[config.mk]
export PLATFORM = sky130hd
export DESIGN_NAME = genius_fluxo_dados
export DESIGN_NICKNAME = d
export VERILOG_FILES = /design/src/rtl/genius_pkg.sv /design/src/rtl/genius_contador_m.sv /design/src/rtl/genius_fluxo_dados.sv
export SDC_FILE = /design/constraint.sdc
export NUM_CORES = 1
export LEC_CHECK = 0
export ABC_AREA = 1
export CORE_MARGIN = 2
export CORE_UTILIZATION = 45
export CTS_BUF_LIST = sky130_fd_sc_hd__clkbuf_4
export CTS_CLUSTER_SIZE = 14
export DETAILED_ROUTE_END_ITERATION = 6
export PLACE_DENSITY = 0.77
export SLEW_MARGIN = 20
export SYNTH_ARGS = -nofsm -noshare
export SYNTH_HDL_FRONTEND = slang
export SYNTH_SLANG_ARGS = --single-unit
[constraint.sdc]
create_clock -name clock -period 1.3 [get_ports clock]
set_input_delay 0.195 -clock clock [delete_from_list [all_inputs] [get_ports clock]]
set_output_delay 0.195 -clock clock [all_outputs]
set_load 0.02 [all_outputs]
[src/rtl/genius_pkg.sv]
// Shared constants for the Genius datapath: colour codes, LED source
// encodings and the contents of both sequence ROM banks.
package genius_pkg;

   typedef logic [3:0] cor_t;

   // One-hot colour codes, bit i = colour i
   localparam cor_t COR_VERDE    = 4'b0001;
   localparam cor_t COR_VERMELHO = 4'b0010;
   localparam cor_t COR_AZUL     = 4'b0100;
   localparam cor_t COR_AMARELO  = 4'b1000;

   // LED source select encodings
   localparam logic [1:0] LEDS_APAGADOS = 2'b00;
   localparam logic [1:0] LEDS_MEMORIA  = 2'b01;
   localparam logic [1:0] LEDS_BOTOES   = 2'b10;

   // Bank0 entry k = one-hot(k mod 4); nibble k sits at bits [4k+3:4k]
   localparam logic [15:0][3:0] ROM_BANCO0 = 64'h8421_8421_8421_8421;
   // Bank1 entry k = one-hot(3 - (k mod 4)), the mirrored sequence
   localparam logic [15:0][3:0] ROM_BANCO1 = 64'h1248_1248_1248_1248;

   // Colour index to one-hot code
   function automatic cor_t cor_one_hot(input logic [1:0] indice);
      return cor_t'(4'b0001 << indice);
   endfunction

endpackage

[src/rtl/genius_contador_m.sv]
// Generic modulo-N counter with clear/increment strobes and flags for the
// half-way point (N/2-1) and the final value (N-1). Clear wins over count.
module genius_contador_m #(
   parameter int MODULO  = 16,
   parameter int LARGURA = (MODULO > 1) ? $clog2(MODULO) : 1
) (
   input  logic               clock,
   input  logic               reset,
   input  logic               zera,
   input  logic               conta,
   output logic [LARGURA-1:0] contagem,
   output logic               meio,
   output logic               fim
);

   localparam logic [LARGURA-1:0] ULTIMO = LARGURA'(MODULO - 1);
   localparam logic [LARGURA-1:0] METADE = LARGURA'(MODULO / 2 - 1);

   // Count register: async reset, clear dominates, wrap after the last value
   always_ff @(posedge clock or posedge reset) begin
      if (reset)
         contagem <= '0;
      else if (zera)
         contagem <= '0;
      else if (conta)
         contagem <= (contagem == ULTIMO) ? '0 : contagem + LARGURA'(1);
   end

   assign meio = (contagem == METADE);
   assign fim  = (contagem == ULTIMO);

endmodule

[src/rtl/genius_fluxo_dados.sv]
// Genius game datapath: address (E), limit (L) and display (M) counters,
// move register (R), button edge detector, per-move timeout counter (T),
// sequence ROM and LED source multiplexer.
// Optional second sequence bank: define GENIUS_SEGUNDA_MEMORIA_EN to let
// seletorMemoria choose between bank0 and bank1; otherwise bank0 only.
module genius_fluxo_dados
   import genius_pkg::*;
#(
   parameter int MOSTRA_CICLOS  = 1000,
   parameter int TIMEOUT_CICLOS = 5000
) (
   input  logic       clock,
   input  logic       reset,
   input  logic [3:0] botoes,
   input  logic       zeraE,
   input  logic       contaE,
   input  logic       zeraL,
   input  logic       contaL,
   input  logic       zeraM,
   input  logic       contaM,
   input  logic       zeraR,
   input  logic       registraR,
   input  logic       contaT,
   input  logic [1:0] seletor,
   input  logic       seletorMemoria,
   output logic       jogada,
   output logic       timeout,
   output logic       botoesIgualMemoria,
   output logic       fimE,
   output logic       fimL,
   output logic       meioL,
   output logic       enderecoIgualLimite,
   output logic       enderecoMenorLimite,
   output logic       fimM,
   output logic       meioM,
   output logic [3:0] leds,
   output logic [3:0] db_contagem,
   output logic [3:0] db_limite,
   output logic [3:0] db_jogada
);

   localparam int LARGURA_T = (TIMEOUT_CICLOS > 1) ? $clog2(TIMEOUT_CICLOS) : 1;
   localparam int LARGURA_M = (MOSTRA_CICLOS > 1) ? $clog2(MOSTRA_CICLOS) : 1;
   localparam logic [LARGURA_T-1:0] T_MAX = LARGURA_T'(TIMEOUT_CICLOS - 1);

   logic [3:0]           endereco;
   logic [3:0]           limite;
   logic [3:0]           jogada_reg;
   logic [3:0]           memoria;
   logic [LARGURA_T-1:0] contagem_t;
   logic                 botao_anterior;
   logic                 meio_e_unused;
   logic [LARGURA_M-1:0] contagem_m_unused;

   // Address counter E: walks the sequence memory
   genius_contador_m #(.MODULO(16)) contador_e (
      .clock    (clock),
      .reset    (reset),
      .zera     (zeraE),
      .conta    (contaE),
      .contagem (endereco),
      .meio     (meio_e_unused),
      .fim      (fimE)
   );

   // Limit counter L: length of the sequence played so far
   genius_contador_m #(.MODULO(16)) contador_l (
      .clock    (clock),
      .reset    (reset),
      .zera     (zeraL),
      .conta    (contaL),
      .contagem (limite),
      .meio     (meioL),
      .fim      (fimL)
   );

   // Display timer M: paces how long each colour is shown
   genius_contador_m #(.MODULO(MOSTRA_CICLOS)) contador_m (
      .clock    (clock),
      .reset    (reset),
      .zera     (zeraM),
      .conta    (contaM),
      .contagem (contagem_m_unused),
      .meio     (meioM),
      .fim      (fimM)
   );

   // Move register R: captures the pressed buttons
   always_ff @(posedge clock or posedge reset) begin
      if (reset)
         jogada_reg <= 4'b0000;
      else if (zeraR)
         jogada_reg <= 4'b0000;
      else if (registraR)
         jogada_reg <= botoes;
   end

   // Edge-detector history: was any button down in the previous cycle
   always_ff @(posedge clock or posedge reset) begin
      if (reset)
         botao_anterior <= 1'b0;
      else
         botao_anterior <= |botoes;
   end

   // A move is the first cycle with any button down after an idle cycle
   assign jogada = (|botoes) & ~botao_anterior;

   // Timeout counter T: saturates, restarts when disabled or on a move
   always_ff @(posedge clock or posedge reset) begin
      if (reset)
         contagem_t <= '0;
      else if (!contaT || jogada)
         contagem_t <= '0;
      else if (contagem_t != T_MAX)
         contagem_t <= contagem_t + LARGURA_T'(1);
   end

   assign timeout = contaT && (contagem_t == T_MAX);

`ifdef GENIUS_SEGUNDA_MEMORIA_EN
   // Sequence ROM, asynchronous read, bank chosen at run time
   always_comb begin
      memoria = seletorMemoria ? ROM_BANCO1[endereco] : ROM_BANCO0[endereco];
   end
`else
   logic seletor_memoria_unused;
   assign seletor_memoria_unused = seletorMemoria;

   // Sequence ROM, asynchronous read, single bank
   always_comb begin
      memoria = ROM_BANCO0[endereco];
   end
`endif

   assign botoesIgualMemoria  = (jogada_reg == memoria);
   assign enderecoIgualLimite = (endereco == limite);
   assign enderecoMenorLimite = (endereco < limite);

   // LED source multiplexer
   always_comb begin
      leds = 4'b0000;
      case (seletor)
         LEDS_MEMORIA: leds = memoria;
         LEDS_BOTOES:  leds = botoes;
         default:      leds = 4'b0000;
      endcase
   end

   assign db_contagem = endereco;
   assign db_limite   = limite;
   assign db_jogada   = jogada_reg;

endmodule

### After elaboration in Yosys (flattened, before gate mapping)

Memories as Yosys holds them, arrays and structs flattened.
Index checks and enable logic that the tools add are counted.

* output and inout port bits: 26
* bits in read-only memories: 64
* word-level logic and storage cells: 50
* memories kept: 1
* bits of input ports: 18
* register bits: 36

Memory list
* (no name shown): depth 16, bits a word 4, rd ports 1, clocked after memory_dff 0, wr ports 0, RTL line genius_fluxo_dados.sv:132 `memoria = ROM_BANCO0[endereco];`

* bitwise operators: 2
* reduce and logical (&&, ||, !) cells: 9
* add/subtract/negate cells: 4
* muxes and demuxes: 15
* magnitude comparators: 2
* equal/unequal tests: 11

Operators by type and width (number)
* 2-to-1 mux 4 bit: 9
* 2-to-1 mux 10 bit: 3
* 2-to-1 mux 13 bit: 2
* adder 13 x 1 -> 13 bit (second input constant): 1
* equality test 13 bit (second input constant): 1
* != test 13 bit (second input constant): 1
* adder 10 x 1 -> 10 bit (second input constant): 1
* equality test 10 bit (second input constant): 1
* equality test 10 x 9 -> 1 bit (second input constant): 1
* nonzero test 2 bit: 5
* adder 4 x 1 -> 4 bit (second input constant): 2
* equality test 4 bit: 2
* equality test 4 bit (second input constant): 2
* case mux 4 bit (2 select lines): 1
* < comparator 4 x 5 -> 1 bit (second input constant): 1
* equality test 4 x 3 -> 1 bit (second input constant): 1
* < comparator 4 bit: 1
* OR reduction 4 bit: 1
* equality test 2 x 1 -> 1 bit (second input constant): 1
* equality test 2 bit (second input constant): 1
* bitwise AND 1 bit: 1
* logical AND 1 bit: 1
* zero test 1 bit: 1
* logical OR 1 bit: 1
* NOT 1 bit: 1

### Longest topological paths before layout

Gate-level depths: netlist (run 1).

* word-level depth: 4
* gate-level depth with buffers: 8
* mapped depth without buffers: 8

### Hierarchy

Synthesis (run 1) repeated with hierarchy kept, for this count alone.

* cells, all modules: 335
* area total of the unflattened synthesis: 2458.6 um2

Modules (own cells, without submodules)
* genius_fluxo_dados: area an instance 1328.8 um2, sequential area each 450.4 um2, instances 1, cells each 193
* genius_contador_m at contador_m: area an instance 656.9 um2, sequential area each 250.2 um2, instances 1, cells each 86
* genius_contador_m at contador_e ...: area an instance 236.5 um2, sequential area each 100.1 um2, instances 2, cells each 28

### Least setup slack after synthesis (run 1)

No wires, ideal clock.

* path kind: register -> output
* start: register contador_e.contagem[0]
* end: output port botoesIgualMemoria
* required time: 1.105 ns
* arrival: 1.746 ns
* setup slack: -0.641 ns
* cell stages (with the launch flop): 5
* path buffers: 0
* cells stage by stage: dfrtp_1 -> inv_1 -> ha_1 -> or2_2 -> a221oi_1

* longest elaborated chain between the ends: 3

RTL lines
* start, declared: RTL line genius_contador_m.sv:11 `output logic [LARGURA-1:0] contagem,`
* start signal, assigned: RTL line genius_contador_m.sv:26 `contagem <= (contagem == ULTIMO) ? '0 : contagem + LARGURA'(1);`
* memory (16 x 4 bit)
* 2-to-1 mux 4 bit (implied by the code): RTL line genius_fluxo_dados.sv:132
* equality test 4 bit: RTL line genius_fluxo_dados.sv:136 `assign botoesIgualMemoria = (jogada_reg == memoria);`
* end, declared: RTL line genius_fluxo_dados.sv:28 `output logic botoesIgualMemoria,`

No other way between the ends. The select of a mux whose other input is x is not followed.

### Worst setup path in the final report (run 1)

* start: register contador_e.contagem[1]
* end: output port botoesIgualMemoria

Same word-level chain as after synthesis.

==> flow_summary.toml, run 1 <==
[drt]
first_pass_iters = 4
wirelength_mm = 7.75
drc = 0
ant_nets = 0
via_per_inst = 5.21
drt_iter0_drc = 127
avgRoutedWirePerCell_um = 15.8
vias = 2550

[critical_path]
cp_cell_sequence = "inv_4 > ha_2 > or2_4 > a221oi_4 > buf_6"
start_kind = "flop"
timing.setup.critical_path_class = "flop to output port"
required_ps = 1110
regToRegSetupSlack_ps = -180
critical-path-top-delay-family = "flip-flops"
r2r_end = "contador_m.contagem[8]"
cpPeakStageDelay_ps = 490
critPathBufInv = 2
reg2reg_depth = 8
critPathSlowestCell = "dfrtp_2"
arrival_ps = 1760
cp_max_fo = 5
r2r-start = "contador_m.contagem[0]"
critPathCaptureType = "output port"

[clock_network]
tritoncts = "built"
clk_pin_slew_ps = 110
cts_sinks = 36
cts.path.max_buffers = 2
htreeDepth = 2
clkLatencyLatePin_ps = 350
cts_made_buffers = 5
root_buffer = "clkbuf_4"

[cells_and_area]
drive_gt1_frac = 0.540
ff_latch_area_um2 = 910
syn_to_final_growth_pct = 73.8
finish.utilization = 0.818
multi_input_area_mm2 = 0.00157
final_nets = 452
final_area_mm2 = 0.00391
layout_common_cells = "74 x buf_4, 45 x nand2_1, 35 x inv_1, 29 x dfrtp_1, 24 x buf_6"
num_antenna_cells = 0
final_common_cell = "buf_4"
fill_cells = 279

[floorplanning]
num_io_pins = 44
start_util = 0.471
die_area_mm2 = 0.00559
die_w_um = 74.7
coreArea_mm2 = 0.00479
chipHeight_um = 74.7
rows = 25

[place]
place.gp.congestion = 0.856
placed_cell_area_mm2 = 0.00334
pre_cts_ws_ps = -773
port_buffers = 42
dp_hpwl_mm = 4.48

[pwr]
power_density_mw_per_mm2 = 698
p_leak_nw = 1.90
irDropWorstVdd_mv = 0.626

[outcome]
status = "finished with violations"
violations = "negative setup slack"

[logic_synthesis]
yosys.area_share.xor_xnor = 0.0233
yosysTopAreaCellShare = 0.400
synth_top_family_by_area = "simple AND/OR/NAND/NOR gates"
synth_area_mm2 = 0.00225
syn_nets = 320
seq_area_frac_synth = 0.400
synth_compound_area_frac = 0.106
ys_ff_latch = 36
synth_area_leaders = "dfrtp_1 40%, nand2_1 9.7%, ha_1 7.2%"
synth_edf_count = 0
yosys_most_used_dff = "dfrtp_1"
syn_area_per_cell_um2 = 7.79
synth_largest_area_cell = "dfrtp_1"
synth_cells = 289
yosysWarnings = 0
synth_cell_types = 33
synthArstFlopShare = 1.00
muxShareOfSynthArea = 0
synth-simple-area-share = 0.307
synthAdderAreaFrac = 0.0722

[timing]
hold_viol = 0
min_period_ps = 1950
fin_worst_skew_ps = 13.6
min_period_over_period = 1.50
slew_violations = 0
setup_viol_count_final = 34
rsz0062_at_grt = "yes"
relSlewSlack = 0.820
worst_pin_slew_ps = 268
setup_ws_ps = -655
fin_tns_setup_ps = -6800
whs_ps = 183
max_freq_mhz = 512

[grt]
antenna_found_initial = 0
grt_pass1_wl_mm = 10.7
overflow = 0
grt_pass1_vias = 2469
grt_max_degree = 29
track_usage = 0.252

[run]
maxCapViolations = 0

[worst_hold_path]
min_path_type = "input port to asynchronous set/reset pin"
## worst max-delay path by stage
stage	endpoint	slack, ps	cells after the start	start
floorplan	botoesIgualMemoria	-200	4	contador_e.contagem[0]
global route	enderecoMenorLimite	-690	8	contador_e.contagem[0]
global placement	leds[3]	-700	5	seletor[0]
finish	botoesIgualMemoria	-650	5	contador_e.contagem[1]
CTS	botoesIgualMemoria	-600	6	contador_e.contagem[0]
detailed placement	leds[0]	-770	5	seletor[0]
## state kept, by name, indices dropped and copies added (netlist names)
signal               flops
contagem_t              13
contador_e.contagem      4
botao_anterior           1
contador_l.contagem      4
db_jogada                4
contador_m.contagem     10
## repair_timing
action	4_1_cts	5_1_grt
setup buffers	12	15
gates resized for setup	168	66
endpoints found under the setup margin	42	42
gates cloned	1	0
pin swaps	21	36
hold buffers	0	0
## cell usage after synthesis, types with 4 or more instances
cell type,number
nand3_1,17
o21ai_0,7
nand2_2,4
dfrtp_1,36
a21oi_1,14
or2_2,5
inv_2,13
nor2_2,5
o22ai_1,6
ha_1,13
nor2_1,30
inv_1,42
nor3_1,8
nand2_1,58
## through the flow
step | total power, mW | cells
after detailed placement | 1.90 | 461
after global placement | 1.88 | 461
after global routing | 2.84 | 489
after floorplan | 1.57 | 289
final | 2.73 | 489
after CTS | 2.57 | 478
## report_power, final
part           leakage (nW)  internal [mW]  switching [mW]  total, mW
sequential            0.477           1.17          0.0599       1.23
clock                0.0338          0.250           0.384      0.634
combinational          1.39          0.435           0.432      0.867
total                  1.90           1.86           0.877       2.73
## worst reg2reg max path: cells and delay by family, from the launching register on
kind                     cells  cell delay [ps]
AO/OA/AOI/OAI                1               40
buffers and inverters        3              350
flip-flops                   1              410
AND/OR/NAND/NOR              3              430
adder cells (fa/ha/maj)      1              180
## cell families (layout without fill, tap and decap cells)
kind of cell | count (synthesis) | in the layout
AO/OA/AOI/OAI | 39 | 40
XOR/XNOR | 6 | 6
adder cells (fa/ha/maj) | 13 | 13
buffers and inverters | 55 | 187
flip-flops | 36 | 36
AND/OR/NAND/NOR | 140 | 140
## cell type report
cell class | instances | area share
sequential | 36 | 0.232
clock inverter | 1 | 0.000959
clock buffer | 7 | 0.0134
tap | 67 | 0.0214
timing repair buffer | 124 | 0.273
inverter | 55 | 0.0572
multi-input combinational | 199 | 0.402
## per-layer routing
metal  up-vias  track usage  routed length (µm)
li1       1196            -                   -
met1      1238        0.292                3030
met2        91        0.461                4210
met3        25       0.0428                 312
met4         0       0.0992                 197
met5         -            0                   0
Power figures use the tool's default switching activity.
==> inputs of run 2 (changes only) <==
--- a/config.mk
+++ b/config.mk
@@ -6,6 +6,7 @@
 export NUM_CORES = 1
 export LEC_CHECK = 0
 export ABC_AREA = 1
+export CORE_ASPECT_RATIO = 0.8
 export CORE_MARGIN = 2
 export CORE_UTILIZATION = 45
 export CTS_BUF_LIST = sky130_fd_sc_hd__clkbuf_4
==> flow_summary.toml, run 2 (same netlist as run 1, synthesis figures left out) <==
[outcome]
status = "finished with violations"
violations = "negative setup slack"

[pwr]
finalPower_mw = 2.95
swShare = 0.347
p_leak_nw = 2.00
irDropWorstVdd_mv = 0.612
p_clk_frac = 0.238
p_int_mw = 1.93
combPwrFrac = 0.341
netSwitchingPower_mw = 1.03
power_density_mw_per_mm2 = 711
pwr-share-seq = 0.420

[drt]
drc = 0
wirelength_mm = 9.89
ant_nets = 0
drt_iter0_drc = 242
first_pass_iters = 5
avgRoutedWirePerCell_um = 20.0
vias = 2795
via_per_inst = 5.65

[run]
maxCapViolations = 0

[cells_and_area]
drive_gt1_frac = 0.568
fill_cells = 204
num_antenna_cells = 0
top_regs = "contagem_t (13), contador_m.contagem (10)"
final_common_cell = "buf_4"
syn_to_final_growth_pct = 84.4
final_nets = 465
finish.utilization = 0.882
largest_reg_flops = 13
largest_register = "contagem_t"
layout_common_cells = "76 x buf_4, 42 x nand2_1, 41 x buf_6, 36 x inv_1, 31 x dfrtp_1"

[floorplanning]
die_w_um = 83.1
start_util = 0.478
coreArea_mm2 = 0.00471
chipHeight_um = 67.3
rows = 22
num_io_pins = 44
die_area_mm2 = 0.00559

[timing]
min_period_ps = 1980
whs_ps = 174
rsz0062_at_grt = "yes"
max_freq_mhz = 505
hold_viol = 0
worst_pin_slew_ps = 288
min_period_over_period = 1.52
slew_violations = 0
setup_viol_count_final = 42
fin_worst_skew_ps = 32.3
setup_ws_ps = -681
relSlewSlack = 0.808

[critical_path]
crit_start = "contador_e.contagem[0]"
reg2reg_depth = 8
start_kind = "flop"
cp_max_fo = 4
r2r_end = "contador_m.contagem[6]"
required_ps = 1110
arrival_ps = 1790
critPathCaptureType = "output port"
regToRegSetupSlack_ps = -310
timing.setup.critical_path_class = "flop to output port"
r2r-start = "contador_m.contagem[0]"

[clock_network]
root_buffer = "clkbuf_4"
htreeDepth = 2
tritoncts = "built"
cts.path.max_buffers = 2
clk_pin_slew_ps = 150
clkLatencyLatePin_ps = 380
cts_sinks = 36
cts_made_buffers = 5
hold_buffers = 0

[grt]
grt_pass1_vias = 2527
grt.busiest_layer = "met2"
antenna_found_initial = 0
grt_max_degree = 37
track_usage = 0.272
gr-usage-met1 = 0.329
use_met3 = 0.0575
grt_pass1_wl_mm = 12.0
overflow = 0
use_met2 = 0.502

[place]
dp_hpwl_mm = 4.44
pre_cts_ws_ps = -745
place.gp.congestion = 0.863
port_buffers = 42

[worst_hold_path]
min_path_type = "input port to asynchronous set/reset pin"
## run 2: changes by cell type in the layout (fill, tap and decap cells not counted), sizes merged
cell / change
buf: +14
clkdlybuf4s50: +3
a21oi: -1
dlymetal6s2s: -3
## run 2: area by class of cell
type                       count  area [µm²]  area share
inverter                      55         219      0.0527
multi-input combinational    198        1650       0.398
sequential                    36         907       0.218
timing repair buffer         138        1240       0.299
clock buffer                   7        52.6      0.0127
clock inverter                 1        5.00     0.00121
tap                           60        75.1      0.0181
## run 2: how the worst max path moves through the flow
| stage | end | slack [ps] | cells after the start |
|---|---|---|---|
| finish | botoesIgualMemoria | -680 | 6 |
| global placement | leds[0] | -700 | 5 |
| global route | botoesIgualMemoria | -800 | 6 |
| detailed placement | leds[1] | -750 | 5 |
| floorplan | botoesIgualMemoria | -200 | 4 |
| CTS | botoesIgualMemoria | -630 | 5 |
## run 2: routing by layer
metal | share of wire | vias to the layer above | routed length [µm]
li1 | - | 1220 | -
met1 | 0.38 | 1349 | 3800
met3 | 0.057 | 61 | 568
met2 | 0.51 | 165 | 5010
met4 | 0.052 | 0 | 512
met5 | 0 | - | 0
## run 2: stage by stage
| step | instance area [µm²] | setup TNS [ps] | instances |
|---|---|---|---|
| final | 4150 | -10300 | 495 |
| after global routing | 4150 | -12350 | 495 |
| after CTS | 3780 | -7050 | 482 |
| after detailed placement | 3380 | -12450 | 460 |
| after global placement | 3380 | -11640 | 460 |
| after floorplan | 2350 | -458 | 289 |
## run 2: repair_timing
action                     CTS  global route
setup endpoints to repair   46            51
gates cloned                 0             0
gates resized for setup    192            78
pin swaps                   30            35
setup buffers               16            26
## run 2: critical path: stages, from the launching register on
cell	delay, ps
dfrtp_2	490
inv_4	100
ha_2	190
xnor2_1	120
nand3_1	130
a221oi_4	230
buf_6	160
## run 2: power groups by stage
stage | Sequential, mW | Combinational [mW] | Clock (mW)
global route | 1.24 | 1.05 | 0.741
detailed placement | 1.23 | 0.685 | 0
floorplan | 1.26 | 0.303 | 0
CTS | 1.22 | 0.807 | 0.661
global placement | 1.23 | 0.664 | 0
finish | 1.24 | 1.01 | 0.704
==> RTL change: new RTL, config.mk and constraints of run 2 <==
Add a define of `GENIUS_SEGUNDA_MEMORIA_EN`.
--- a/src/rtl/genius_fluxo_dados.sv
+++ b/src/rtl/genius_fluxo_dados.sv
@@ -4,4 +4,6 @@
 // Optional second sequence bank: define GENIUS_SEGUNDA_MEMORIA_EN to let
 // seletorMemoria choose between bank0 and bank1; otherwise bank0 only.
+`define GENIUS_SEGUNDA_MEMORIA_EN
+
 module genius_fluxo_dados
    import genius_pkg::*;
Function: changed (Yosys sat finds a counterexample within 4 cycles, from zero or initial values and one cycle with reset high).
==> RTL change against run 2 <==
The flow still finishes with violations (setup timing); sequential cell count is the same; final area grew 2.7%; setup slack lost 35 ps; worst hold slack gained 18 ps; synthesized area grew 5.8%; power grew 11%; routed wire length shrank 13%; clock skew shrank 14 ps; largest cell class unchanged.
==> RTL change: results (changes against run 2) <==
Global route
The total global-route track usage is 0.239 (-0.0329). The initial antenna violation count came to 0 (unchanged). The pin count of the biggest net entering global routing is 37 (unchanged). The first-pass GRT wire length was 11300 um (-5.5%). The via count of the first global-routing pass is 2537 (+0.40%).

Final layout
The number of nets in the final layout was 512 (+10%). The share of post-route cells with drive strength above 1 is 0.521 (-0.0471). The number of antenna diodes was 0 (unchanged). In the final layout, the registers with the most flip-flops are contagem_t x13, contador_m.contagem x10.

STA
The total negative setup slack is -7600 ps (+2700 ps). The worst clock skew is 18.0 ps (-14.3 ps). The number of setup violations in the final report was 36 (-14%).

The final worst slack was -716 ps (-34.9 ps). The transition time at the pin with the least slew margin is 364 ps (+76.5 ps). The tightest hold margin came to 192 ps (+17.5 ps).

Drt
The post-detailed-route via-to-cell ratio is 5.34 (-5.4%). The total iterations of the first detailed-routing run came to 4 (-1). The average wire per cell in the routed design came to 15.9 um (-20%). The number of design-rule violations left by the first detailed-router iteration was 203 (-16%).

Outcome
The run finished, with violations left. The checks that failed: setup timing.

Critical path
The worst-case reg-to-reg path depth came to 7 (-1). The destination of the worst register-to-register timing path is contador_m.contagem[6]$_DFFE_PP0P_. The register-to-register path setup slack was -150 ps (+160 ps). The arrival time of data at the critical path endpoint is 1820 ps (+30 ps). In this run the critical register-to-register path is launched from contador_m.contagem[0]$_DFFE_PP0P_. The maximum fanout along the worst path is 6 (+2).

CTS
The clock transition at the registers of the reported paths is 120 ps (-30 ps). The clock root buffer is sky130_fd_sc_hd__clkbuf_4. The largest buffer count on any clock path is 2 (unchanged). The TritonCTS clock tree is built. The clock latency on the worst-skew pair is 360 ps (-20 ps).

The number of CTS-inserted buffers is 5 (unchanged). The H-tree depth reported by CTS is 2 (unchanged).

Synthesis
Ranked by total cell area, the synthesized netlist is headed by sky130_fd_sc_hd__dfrtp_1 (38%), sky130_fd_sc_hd__nand2_1 (12%), sky130_fd_sc_hd__inv_1 (10%). By count the netlist is led by sky130_fd_sc_hd__nand2_1 (79), sky130_fd_sc_hd__inv_1 (65), sky130_fd_sc_hd__nor2_1 (45), sky130_fd_sc_hd__dfrtp_1 (36), sky130_fd_sc_hd__nand3_1 (21). The total nets after synthesis is 368 (+15%). The count of distinct cell types in the synthesized netlist is 30 (-9.1%). The number of warnings reported in the yosys synthesis log is 0 (unchanged). The most used flip-flop cell after synthesis is sky130_fd_sc_hd__dfrtp_1. The proportion of register bits with asynchronous set or reset after synthesis is 1.00 (unchanged). The share of the yosys chip area belonging to registers is 0.378 (-0.0220).

Hold path
The class of the most critical hold timing path is input port to asynchronous set/reset pin.

Placed design
The number of buffers inserted by port buffering is 43 (+2.4%). The final RePlAce weighted congestion is 0.876 (+1.6%). The pre-CTS setup slack is -859 ps (-113 ps). The final HPWL from detailed placement is 4970 um (+12%).

Power
The total leakage power was 2.06 nW (+2.8%). The peak ir drop on the vdd network is 901 uV (+47%).
## RTL change: worst max-delay path by stage
| stage | startpoint | to | slack [ps] | cells after the start |
|---|---|---|---|---|
| 2_1_floorplan | contador_e.contagem[0]$_DFFE_PP0P_ | botoesIgualMemoria | -210 | 8 |
| 3_3_place_gp | seletorMemoria | botoesIgualMemoria | -830 | 7 |
| 3_5_place_dp | seletorMemoria | botoesIgualMemoria | -860 | 6 |
| 4_1_cts | contador_e.contagem[1]$_DFFE_PP0P_ | botoesIgualMemoria | -660 | 8 |
| 5_1_grt | contador_e.contagem[0]$_DFFE_PP0P_ | botoesIgualMemoria | -830 | 8 |
| 6_report | contador_e.contagem[1]$_DFFE_PP0P_ | botoesIgualMemoria | -720 | 8 |
## RTL change: report_power, final
group / switching, mW / internal [mW]
Clock: 0.399 / 0.221
Sequential: 0.0731 / 1.19
Combinational: 0.683 / 0.706
Total: 1.16 / 2.12
## RTL change: area by class of cell
class	instances	area (um2)
fillers	254	801
repair buffers	139	1230
inverters	66	268
clock buffers	6	45.0
multi-input cells	233	1730
well taps	62	77.6
clock inverters	2	7.51
flip-flops and latches	36	911
## RTL change: routing by layer
| layer | vias up | wire [um] | global-route usage |
|---|---|---|---|
| met5 | - | 0 | 0 |
| met4 | 0 | 376 | 0.0688 |
| met3 | 44 | 508 | 0.0443 |
| met2 | 129 | 4310 | 0.397 |
| met1 | 1374 | 3450 | 0.319 |
| li1 | 1358 | - | - |
## RTL change: per-stage QoR
step	instances	area, um2
final	544	4260
after global routing	544	4260
after CTS	530	3760
after detailed placement	512	3530
after global placement	512	3530
after floorplan	337	2480
## RTL change: critical path, stage by stage, from the launching register on
cell and delay, ps:
sky130_fd_sc_hd__dfrtp_2 500, sky130_fd_sc_hd__inv_4 110, sky130_fd_sc_hd__ha_4 130, sky130_fd_sc_hd__inv_1 40, sky130_fd_sc_hd__o21a_1 190, sky130_fd_sc_hd__xor2_1 160, sky130_fd_sc_hd__nand2_1 120, sky130_fd_sc_hd__nor2_4 120
sky130_fd_sc_hd__buf_6 120
## RTL change: repair_timing
action	in CTS	in global routing
gates cloned	0	0
buffers inserted	12	18
endpoints found under the hold margin	0	0
resized for setup	181	115
pin swaps	23	43
endpoints found under the setup margin	40	45
hold buffers	0	0
## RTL change: logic make-up (layout without fill, tap and decap cells)
family | count (synthesis) | count (layout) | share of synthesized area
flops | 36 | 36 | 0.378
buf+inv | 68 | 213 | 0.109
compound gates | 38 | 38 | 0.0908
xor+xnor | 7 | 7 | 0.0257
fa+ha+maj | 13 | 13 | 0.0682
simple gates | 175 | 175 | 0.328
